===== src/rtl/multicycle_ctrl_pkg.sv =====
// Shared encodings for the multi-cycle MIPS control FSM:
// states, opcodes, ALU op codes, mux selects and the control word.
package mc_pkg;

  typedef enum logic [3:0] {
    S_FETCH     = 4'd0,
    S_DECODE    = 4'd1,
    S_MEM_ADR   = 4'd2,
    S_MEM_READ  = 4'd3,
    S_MEM_WB    = 4'd4,
    S_MEM_WRITE = 4'd5,
    S_EXECUTE   = 4'd6,
    S_R_WB      = 4'd7,
    S_BRANCH    = 4'd8,
    S_JUMP      = 4'd9,
    S_ADDI_EXEC = 4'd10,
    S_ADDI_WB   = 4'd11
  } state_t;

  localparam logic [5:0] OP_RTYPE = 6'b000000;
  localparam logic [5:0] OP_LW    = 6'b100011;
  localparam logic [5:0] OP_SW    = 6'b101011;
  localparam logic [5:0] OP_BEQ   = 6'b000100;
  localparam logic [5:0] OP_J     = 6'b000010;
  localparam logic [5:0] OP_ADDI  = 6'b001000;

  localparam logic [1:0] ALUOP_ADD   = 2'b00;
  localparam logic [1:0] ALUOP_SUB   = 2'b01;
  localparam logic [1:0] ALUOP_FUNCT = 2'b10;

  localparam logic [1:0] SRCB_RT     = 2'b00;
  localparam logic [1:0] SRCB_FOUR   = 2'b01;
  localparam logic [1:0] SRCB_IMM    = 2'b10;
  localparam logic [1:0] SRCB_IMM_SH = 2'b11;

  localparam logic [1:0] PCSRC_ALU    = 2'b00;
  localparam logic [1:0] PCSRC_ALUOUT = 2'b01;
  localparam logic [1:0] PCSRC_JUMP   = 2'b10;

  typedef struct packed {
    logic       pc_write;
    logic       pc_write_cond;
    logic [1:0] pc_source;
    logic       iord;
    logic       mem_read;
    logic       mem_write;
    logic       ir_write;
    logic       reg_dst;
    logic       reg_write;
    logic       mem_to_reg;
    logic       alu_src_a;
    logic [1:0] alu_src_b;
    logic [1:0] alu_op;
  } ctrl_t;

endpackage


===== src/rtl/multicycle_ctrl_if.sv =====
// Control/status bundle between the FSM (master) and the datapath (slave).
interface multicycle_ctrl_if;
  logic [5:0] opCode;
  logic       zero;
  logic       memReady;
  logic       pcEn;
  logic [1:0] pcSource;
  logic       iorD;
  logic       memRead;
  logic       memWrite;
  logic       irWrite;
  logic       regDst;
  logic       regWrite;
  logic       memToReg;
  logic       aluSrcA;
  logic [1:0] aluSrcB;
  logic [1:0] aluOp;
  logic       illegalOp;
  logic [3:0] state;

  modport master (
    input  opCode, zero, memReady,
    output pcEn, pcSource, iorD, memRead, memWrite, irWrite,
    output regDst, regWrite, memToReg, aluSrcA, aluSrcB, aluOp,
    output illegalOp, state
  );

  modport slave (
    output opCode, zero, memReady,
    input  pcEn, pcSource, iorD, memRead, memWrite, irWrite,
    input  regDst, regWrite, memToReg, aluSrcA, aluSrcB, aluOp,
    input  illegalOp, state
  );
endinterface


===== src/rtl/multicycle_ctrl_out_decode.sv =====
// Moore output decode: state (plus memReady in FETCH) -> control word.
// Build option MULTICYCLE_ADDI_EN enables the addi states.
import mc_pkg::*;

module mc_out_decode (
  input  state_t state,
  input  logic   mem_ready,
  output ctrl_t  ctrl
);

  always_comb begin
    ctrl = '0;
    case (state)
      S_FETCH: begin
        ctrl.mem_read  = 1'b1;
        ctrl.alu_src_b = SRCB_FOUR;
        ctrl.alu_op    = ALUOP_ADD;
        ctrl.pc_source = PCSRC_ALU;
        ctrl.ir_write  = mem_ready;
        ctrl.pc_write  = mem_ready;
      end
      S_DECODE: begin
        ctrl.alu_src_b = SRCB_IMM_SH;
        ctrl.alu_op    = ALUOP_ADD;
      end
      S_MEM_ADR: begin
        ctrl.alu_src_a = 1'b1;
        ctrl.alu_src_b = SRCB_IMM;
        ctrl.alu_op    = ALUOP_ADD;
      end
      S_MEM_READ: begin
        ctrl.mem_read = 1'b1;
        ctrl.iord     = 1'b1;
      end
      S_MEM_WB: begin
        ctrl.reg_write  = 1'b1;
        ctrl.mem_to_reg = 1'b1;
      end
      S_MEM_WRITE: begin
        ctrl.mem_write = 1'b1;
        ctrl.iord      = 1'b1;
      end
      S_EXECUTE: begin
        ctrl.alu_src_a = 1'b1;
        ctrl.alu_src_b = SRCB_RT;
        ctrl.alu_op    = ALUOP_FUNCT;
      end
      S_R_WB: begin
        ctrl.reg_write = 1'b1;
        ctrl.reg_dst   = 1'b1;
      end
      S_BRANCH: begin
        ctrl.alu_src_a     = 1'b1;
        ctrl.alu_src_b     = SRCB_RT;
        ctrl.alu_op        = ALUOP_SUB;
        ctrl.pc_write_cond = 1'b1;
        ctrl.pc_source     = PCSRC_ALUOUT;
      end
      S_JUMP: begin
        ctrl.pc_write  = 1'b1;
        ctrl.pc_source = PCSRC_JUMP;
      end
`ifdef MULTICYCLE_ADDI_EN
      S_ADDI_EXEC: begin
        ctrl.alu_src_a = 1'b1;
        ctrl.alu_src_b = SRCB_IMM;
        ctrl.alu_op    = ALUOP_ADD;
      end
      S_ADDI_WB: begin
        ctrl.reg_write = 1'b1;
      end
`else
      S_ADDI_EXEC, S_ADDI_WB: ctrl = '0;
`endif
      default: ctrl = '0;
    endcase
  end

endmodule


===== src/rtl/multicycle_ctrl.sv =====
// Multi-cycle MIPS main control FSM: state register, next state, pcEn.
// Build option MULTICYCLE_ADDI_EN adds the addi execute/write-back path.
import mc_pkg::*;

module multicycle_ctrl (
  input logic              clk,
  input logic              reset,
  multicycle_ctrl_if.master bus
);

  state_t state_q;
  state_t next;
  logic   illegal;
  ctrl_t  dec;
  ctrl_t  c;

  always_ff @(posedge clk) begin
    if (reset) state_q <= S_FETCH;
    else       state_q <= next;
  end

  always_comb begin
    next    = S_FETCH;
    illegal = 1'b0;
    case (state_q)
      S_FETCH:     next = bus.memReady ? S_DECODE : S_FETCH;
      S_DECODE: begin
        unique case (1'b1)
          (bus.opCode == OP_LW) || (bus.opCode == OP_SW):
            next = S_MEM_ADR;
          bus.opCode == OP_RTYPE: next = S_EXECUTE;
          bus.opCode == OP_BEQ:   next = S_BRANCH;
          bus.opCode == OP_J:     next = S_JUMP;
`ifdef MULTICYCLE_ADDI_EN
          bus.opCode == OP_ADDI:  next = S_ADDI_EXEC;
`endif
          default: begin
            next    = S_FETCH;
            illegal = 1'b1;
          end
        endcase
      end
      S_MEM_ADR:
        next = (bus.opCode == OP_LW) ? S_MEM_READ : S_MEM_WRITE;
      S_MEM_READ:  next = bus.memReady ? S_MEM_WB : S_MEM_READ;
      S_MEM_WB:    next = S_FETCH;
      S_MEM_WRITE: next = bus.memReady ? S_FETCH : S_MEM_WRITE;
      S_EXECUTE:   next = S_R_WB;
      S_R_WB:      next = S_FETCH;
      S_BRANCH:    next = S_FETCH;
      S_JUMP:      next = S_FETCH;
`ifdef MULTICYCLE_ADDI_EN
      S_ADDI_EXEC: next = S_ADDI_WB;
      S_ADDI_WB:   next = S_FETCH;
`else
      S_ADDI_EXEC, S_ADDI_WB: next = S_FETCH;
`endif
      default:     next = S_FETCH;
    endcase
  end

  mc_out_decode u_dec (
    .state     (state_q),
    .mem_ready (bus.memReady),
    .ctrl      (dec)
  );

  // Reset forces every output low in the same cycle, not just after the edge.
  assign c = reset ? '0 : dec;

  assign bus.pcEn      = c.pc_write | (c.pc_write_cond & bus.zero);
  assign bus.pcSource  = c.pc_source;
  assign bus.iorD      = c.iord;
  assign bus.memRead   = c.mem_read;
  assign bus.memWrite  = c.mem_write;
  assign bus.irWrite   = c.ir_write;
  assign bus.regDst    = c.reg_dst;
  assign bus.regWrite  = c.reg_write;
  assign bus.memToReg  = c.mem_to_reg;
  assign bus.aluSrcA   = c.alu_src_a;
  assign bus.aluSrcB   = c.alu_src_b;
  assign bus.aluOp     = c.alu_op;
  assign bus.illegalOp = illegal & ~reset;
  assign bus.state     = reset ? 4'd0 : state_q;

endmodule

===== src/flat_wrapper.sv =====
// flat-port wrapper written by rule: the top's interface ports become plain ports
module multicycle_ctrl_flat 
  (clk, reset, bus_opCode, bus_zero, bus_memReady, bus_pcEn, bus_pcSource, bus_iorD, bus_memRead, bus_memWrite, bus_irWrite, bus_regDst, bus_regWrite, bus_memToReg, bus_aluSrcA, bus_aluSrcB, bus_aluOp, bus_illegalOp, bus_state);
  multicycle_ctrl_if bus_i ();
  input logic clk;
  input logic reset;
  input wire logic [$bits(bus_i.opCode)-1:0] bus_opCode;
  input wire logic [$bits(bus_i.zero)-1:0] bus_zero;
  input wire logic [$bits(bus_i.memReady)-1:0] bus_memReady;
  output wire logic [$bits(bus_i.pcEn)-1:0] bus_pcEn;
  output wire logic [$bits(bus_i.pcSource)-1:0] bus_pcSource;
  output wire logic [$bits(bus_i.iorD)-1:0] bus_iorD;
  output wire logic [$bits(bus_i.memRead)-1:0] bus_memRead;
  output wire logic [$bits(bus_i.memWrite)-1:0] bus_memWrite;
  output wire logic [$bits(bus_i.irWrite)-1:0] bus_irWrite;
  output wire logic [$bits(bus_i.regDst)-1:0] bus_regDst;
  output wire logic [$bits(bus_i.regWrite)-1:0] bus_regWrite;
  output wire logic [$bits(bus_i.memToReg)-1:0] bus_memToReg;
  output wire logic [$bits(bus_i.aluSrcA)-1:0] bus_aluSrcA;
  output wire logic [$bits(bus_i.aluSrcB)-1:0] bus_aluSrcB;
  output wire logic [$bits(bus_i.aluOp)-1:0] bus_aluOp;
  output wire logic [$bits(bus_i.illegalOp)-1:0] bus_illegalOp;
  output wire logic [$bits(bus_i.state)-1:0] bus_state;
  assign bus_i.opCode = bus_opCode;
  assign bus_i.zero = bus_zero;
  assign bus_i.memReady = bus_memReady;
  assign bus_pcEn = bus_i.pcEn;
  assign bus_pcSource = bus_i.pcSource;
  assign bus_iorD = bus_i.iorD;
  assign bus_memRead = bus_i.memRead;
  assign bus_memWrite = bus_i.memWrite;
  assign bus_irWrite = bus_i.irWrite;
  assign bus_regDst = bus_i.regDst;
  assign bus_regWrite = bus_i.regWrite;
  assign bus_memToReg = bus_i.memToReg;
  assign bus_aluSrcA = bus_i.aluSrcA;
  assign bus_aluSrcB = bus_i.aluSrcB;
  assign bus_aluOp = bus_i.aluOp;
  assign bus_illegalOp = bus_i.illegalOp;
  assign bus_state = bus_i.state;
  multicycle_ctrl u_core (.clk(clk), .reset(reset), .bus(bus_i));
endmodule

===== config.mk =====
export PLATFORM = sky130hd
export DESIGN_NAME = multicycle_ctrl_flat
export DESIGN_NICKNAME = d
export VERILOG_FILES = /design/src/rtl/multicycle_ctrl_pkg.sv /design/src/rtl/multicycle_ctrl_if.sv /design/src/rtl/multicycle_ctrl_out_decode.sv /design/src/rtl/multicycle_ctrl.sv /design/src/flat_wrapper.sv
export SDC_FILE = /design/constraint.sdc
export NUM_CORES = 1
export LEC_CHECK = 0
export ABC_AREA = 1
export CORE_AREA = 2 2 39 41
export CTS_CLUSTER_DIAMETER = 150
export DETAILED_ROUTE_END_ITERATION = 6
export DIE_AREA = 0 0 41 43
export GPL_TIMING_DRIVEN = 0
export PLACE_DENSITY = 0.76
export SLEW_MARGIN = 25
export SYNTH_ARGS = -nofsm -noshare
export SYNTH_HDL_FRONTEND = slang
export SYNTH_SLANG_ARGS = --single-unit

===== constraint.sdc =====
create_clock -name clk -period 2.2 [get_ports clk]
set_input_delay 0.55 -clock clk [delete_from_list [all_inputs] [get_ports clk]]
set_output_delay 0.55 -clock clk [all_outputs]
set_load 0.02 [all_outputs]

==> results.cfg <==
[run_status]
status = complete, no violations

[setup_path]
r2r_end = u_core.state_q[2]$_SDFF_PP0_
start_kind = primary input
path_max_fanout = 3
critPathCapture = bus_illegalOp
reg2reg_depth = 9
critical_path_arrival_ns = 1.62
critPathLaunch = bus_opCode[5]
reg2reg_slack_ns = 1.09
cp-end-kind = output port
r2r_start = u_core.state_q[0]$_SDFF_PP0_
worstPathRequired_ns = 1.65
path_class = primary input to output port

[power_and_ir_drop]
p_switching_mw = 0.06985
switching_share_pct = 29.77
comb_power_share_pct = 29.8
clkPwrFrac_pct = 38.0
power.leakage_nw = 0.5256
p_int_mw = 0.1648
power_density_nw_per_um2 = 287.2
peakVddDrop_mv = 0.1872
p_seq_share_pct = 32.2

[final_layout]
largestRegisters = u_core.state_q x4
n_antenna_cell = 0
drive_gt1_share_pct = 17.19
regMostFlops = u_core.state_q
area_growth_pct = 69.61
postLayoutCoreUtil_pct = 59.04
nNetsFinal = 140
fin_area_um2 = 817.0
largest_reg_flops = 4

[clock_network]
post-cts-setup-buffers = 0
insertion_delay_ns = 0.23
hold_buffers = 0
numCtsBuffers = 3
cts_max_level = 1
clock_sinks = 4
cts_tree = yes
cts-root-buf = clkbuf_4
cts_max_path_buffers = 2
clk_pin_slew_ns = 0.03

[sta]
maxSlewHeadroom_pct = 84.62
clock_skew_ns = 0.003788
fin_ws_ns = 0.03029
fmax_mhz = 460.9
final_hold_viol_count = 0
tightest_slew_ns = 0.2299
period_needed_ns = 2.170
fin_crit_sh_pct = 98.62
slew_violations = 0
setup_viol = 0
grt_setup_unrepaired = true

[grt]
antenna_found_initial = 0
grt_pass1_wl_um = 2049
grt_usage_pct = 16.85
grt-ovfl-total = 0
grt_max_degree = 11
grt_pass1_vias = 554

[floorplan]
chipWidth_um = 41
io_pins = 30
die_area_um2 = 1763
rows = 14
start_util_pct = 34.81
placeableCoreArea_um2 = 1384
die_h_um = 43

[hold_path]
hp-class = register to register
hold-path-cell-count = 3

[yosys]
postSynthCellCount = 96
synthesis.nets = 106
syn_avg_cell_area_um2 = 5.018
yosysMostFrequentCell = nor2_1
ys_types = 15
ys_warn_count = 0
synth_edf_count = 0
synthesis.area_um2 = 481.7
synth_top_area_share_pct = 19.48
ys_seq_elements = 4
async_flop_share_pct = 0
synth_top_area_cell = nor2_1
synthTopCellsByArea = nor2_1 (19%), dfxtp_1 (17%), nand2_1 (16%)
synth_ff_type = dfxtp_1
synth_common_cells = nor2_1 (25), nand2_1 (20), inv_1 (19)
yosysSeqAreaShare_pct = 16.62

[detailed_routing]
first_iter_violations = 9
antenna_left = 0
first_pass_iters = 3
vias_per_cell = 4.750
wirelength_um = 1336
wire_per_inst_um = 9.278
vias = 684
drcViolationCount = 0

[placed_design]
port_buffers = 29
post_dp_cell_area_um2 = 792.0
dp_slack_ns = -0.5649
place_congestion = 0.7480
hpwl_um = 1064

[run]
cap_violations = 0
cells in the final DEF (no fill, tap or decap):
cell             instances
nor2_1                  22
inv_1                   19
nand2_1                 19
dlygate4sd2_1           12
nand3_1                  9
a21oi_1                  6
clkdlybuf4s50_1          6
dlymetal6s2s_1           4
dfxtp_1                  4
nor2_2                   3
buf_4                    3
clkbuf_4                 3
clkbuf_2                 3
nor2_4                   2
nand3_2                  2
clkdlybuf4s15_2          2
inv_2                    1
a211oi_1                 1
nand4_1                  1
o32ai_1                  1
o21ai_0                  1
nor3_1                   1
nand2_2                  1
nor3_2                   1
buf_2                    1
stage by stage:
| step | power (mW) | instances | hold slack (ns) | setup TNS, ns |
|---|---|---|---|---|
| 2_1_floorplan | 0.1113 | 96 | 0.6069 | 0 |
| 3_3_place_gp | 0.1490 | 141 | 0.6525 | -7.963 |
| 3_5_place_dp | 0.1495 | 141 | 0.6605 | -7.930 |
| 4_1_cts | 0.2361 | 144 | 0.6681 | 0 |
| 5_1_grt | 0.2534 | 144 | 0.7237 | -0.01206 |
| 6_report | 0.2347 | 144 | 0.6828 | 0 |
cell families (layout without fill, tap and decap cells):
logic type / count (synthesis) / in the layout / synth area share, %
compound gates: 9 / 9 / 10.65
buf+inv: 22 / 54 / 18.18
flops: 4 / 4 / 16.62
simple gates: 61 / 61 / 54.55
per-layer routing:
metal,vias to the layer above,GRT usage (%),part of all wire (%)
met3,0,6.283,8.5
met5,-,0,0
met2,32,30.00,52
met1,291,16.03,40
met4,0,6.667,0
li1,361,-,-
worst min-delay path by stage:
stage	start	end	slack, ns
2_1_floorplan	u_core.state_q[2]$_SDFF_PP0_	u_core.state_q[3]$_SDFF_PP0_	0.61
3_3_place_gp	u_core.state_q[0]$_SDFF_PP0_	u_core.state_q[3]$_SDFF_PP0_	0.65
3_5_place_dp	u_core.state_q[0]$_SDFF_PP0_	u_core.state_q[3]$_SDFF_PP0_	0.66
4_1_cts	u_core.state_q[0]$_SDFF_PP0_	u_core.state_q[3]$_SDFF_PP0_	0.67
5_1_grt	u_core.state_q[2]$_SDFF_PP0_	u_core.state_q[3]$_SDFF_PP0_	0.72
6_report	u_core.state_q[2]$_SDFF_PP0_	u_core.state_q[3]$_SDFF_PP0_	0.68
what timing repair did:
item,CTS,global route
setup endpoints to repair,20,9
resized for setup,32,19
hold endpoints to repair,0,0
power groups by stage:
stage / clock network (mW) / logic [mW] / registers [mW]
after floorplan: 0 / 0.0349 / 0.0764
after global placement: 0 / 0.0725 / 0.0765
after detailed placement: 0 / 0.0730 / 0.0765
after CTS: 0.0924 / 0.0683 / 0.0754
after global routing: 0.100 / 0.0775 / 0.0755
final: 0.0893 / 0.0699 / 0.0755
worst max-delay path, cell delays in order:
cell and delay (ns):
clkdlybuf4s50_1 0.43, nor2_2 0.21, nand3_2 0.13, nand2_1 0.10, nor3_2 0.04, buf_4 0.16
final cells by class:
cell class | instances | area (um^2)
fill | 155 | 566.8
multi-input combinational | 70 | 339.1
timing repair buffer | 29 | 265.3
sequential | 4 | 80.08
inverter | 20 | 75.07
clock buffer | 3 | 22.52
tap | 16 | 20.02
buffer | 2 | 15.01
Note: power is estimated with default switching activity, not from simulation.
==> RTL edit (same settings) <==
The option `MULTICYCLE_ADDI_EN` is turned on by a define.
--- a/src/rtl/multicycle_ctrl_out_decode.sv
+++ b/src/rtl/multicycle_ctrl_out_decode.sv
@@ -2,2 +2,4 @@
 // Build option MULTICYCLE_ADDI_EN enables the addi states.
+`define MULTICYCLE_ADDI_EN
+
 import mc_pkg::*;
Function: changed (a bounded check fails within 4 cycles, from zero or initial values and one cycle with reset high).
==> RTL edit against the original RTL <==
  * Power grew 3.9%
  * Combinational power rose by 14%
  * Design area grew 5.5%
  * Worst setup slack improved by 0.042 ns
  * Wire length up 14%
  * Sequential cell count unchanged
  * Synthesized area up 11%
  * Critical endpoint is now bus_state[1]
  * Highest routed layer unchanged
==> RTL edit: results (changes against the original RTL) <==
[grt]
grt_pass1_wl_um = 2350  ; was 2050 um
grt_usage = 0.186  ; was 0.169
grt_pass1_vias = 648  ; was 554

[cells_and_area]
drive_gt1_frac = 0.199  ; was 0.172
fillers = 151  ; was 155
diodes = 0  ; unchanged
num-nets-final = 153  ; was 140

[timing]
relSlewSlack = 0.793  ; was 0.846
fin_skew_ns = 0.00304  ; was 0.00379 ns

[route]
drtPass1Iterations = 4  ; was 3
first_iter_violations = 4  ; was 9
wl_per_cell_um = 9.66  ; was 9.28 um
vias = 746  ; was 684

[power_and_ir_drop]
swShare = 0.311  ; was 0.298
p_leak_nw = 0.534  ; was 0.526 nW
irDropWorstVdd_uv = 234  ; was 187 uV

[critical_path]
cp-startpoint = reset  ; was bus_opCode[5]
r2r_end = u_core.state_q[0]$_SDFF_PP0_  ; was u_core.state_q[2]$_SDFF_PP0_
cpMaxStageDelayCell = dlygate4sd2_1  ; was clkdlybuf4s50_1
crit_fanout = 10  ; was 3
arrival_ns = 1.58  ; was 1.62 ns
r2r-start = u_core.state_q[3]$_SDFF_PP0_  ; was u_core.state_q[0]$_SDFF_PP0_
critical_path.max_stage_delay_ns = 0.33  ; was 0.43 ns
r2r_slack_ns = 1.06  ; was 1.09 ns
r2r_cells = 5  ; was 9

[logic_synthesis]
synthArstFlopShare = 0  ; unchanged
synth.distinct_cells = 16  ; was 15
synthTopCellsByArea = nand2_1 (21%), nor2_1 (20%), dfxtp_1 (15%), inv_1 (10%), nand3_1 (8.4%)  ; was nor2_1 (19%), dfxtp_1 (17%), nand2_1 (16%), inv_1 (15%), nand3_1 (11%)
synthTopCellsByCount = nand2_1 (30), nor2_1 (28), inv_1 (15)  ; was nor2_1 (25), nand2_1 (20), inv_1 (19)
yosysSeqAreaShare = 0.149  ; was 0.166
syn-num-nets = 119  ; was 106

[outcome]
status = complete, no violations  ; unchanged

[clock_tree]
post_cts_buffers = 0  ; unchanged
clockBufferDepth = 2  ; unchanged

[min_path]
min-delay-start = u_core.state_q[2]$_SDFF_PP0_  ; unchanged

[place]
post-dp-hpwl_um = 1250  ; was 1060 um
gp_routability_congestion = 0.812  ; was 0.748
post-place-ws_ns = -0.612  ; was -0.565 ns

==> RTL edit: cell count changes after synthesis, moves of 2 or more <==
cell     unedited run  this run
inv_1              19        15
nor2_2              0         4
inv_2               1         3
nand2_1            20        30
a31oi_1             0         2
nand2_2             0         2
nor2_1             25        28
nor2_4              2         0
nand3_1            11         9
==> RTL edit: stage by stage <==
step           hold WS (ns)  instance area [um^2]  instances
3_3_place_gp          0.659                   847        154
4_1_cts               0.674                   846        157
6_report              0.665                   862        157
5_1_grt               0.726                   862        157
2_1_floorplan         0.606                   537        109
3_5_place_dp          0.667                   847        154
==> RTL edit: kinds of logic after synthesis <==
logic type             Yosys count  share of synthesized area
AOI/OAI and AO/OA                8                     0.0793
and+or+nand+nor                 77                      0.618
buffers and inverters           20                      0.154
DFF                              4                      0.149
==> RTL edit: metal layers <==
| metal | routed length, um | track usage |
|---|---|---|
| met1 | 567 | 0.199 |
| met2 | 867 | 0.356 |
| met3 | 82 | 0.0157 |
| met4 | 0 | 0.0400 |
| met5 | 0 | 0 |
==> RTL edit: worst max-delay path: cells and delay by family <==
| family | cells | cell delay [ns] |
|---|---|---|
| buffers and inverters | 4 | 0.93 |
| and+or+nand+nor | 1 | 0.10 |
==> RTL edit: area by class of cell <==
class                      count  area [um^2]  share of cell area
multi-input combinational     85          394               0.457
sequential                     4         80.1              0.0929
buffer                         2         18.8              0.0218
timing repair buffer          29          259               0.300
clock buffer                   3         22.5              0.0261
inverter                      18         67.6              0.0784
tap                           16         20.0              0.0232
==> RTL edit: repair_timing <==
action,in CTS,in global routing
pin swaps,2,2
cloned,0,0
endpoints found under the setup margin,20,10
gates resized for setup,40,19
==> RTL edit: how the worst max path moves through the flow <==
stage          slack, ns  cells after the start             to
2_1_floorplan       0.14                      3  bus_illegalOp
3_3_place_gp       -0.59                      7  bus_illegalOp
3_5_place_dp       -0.61                      7  bus_illegalOp
4_1_cts            -0.02                      8  bus_illegalOp
5_1_grt            0.008                      5   bus_state[0]
6_report            0.07                      5   bus_state[1]
==> RTL edit: power groups by stage <==
stage | clock network [W] | logic [W] | registers (W)
floorplan | 0 | 0.0000429 | 0.0000776
finish | 0.0000873 | 0.0000797 | 0.0000768
global placement | 0 | 0.0000818 | 0.0000779
CTS | 0.0000885 | 0.0000777 | 0.0000768
global route | 0.0000917 | 0.0000886 | 0.0000773
detailed placement | 0 | 0.0000827 | 0.0000779
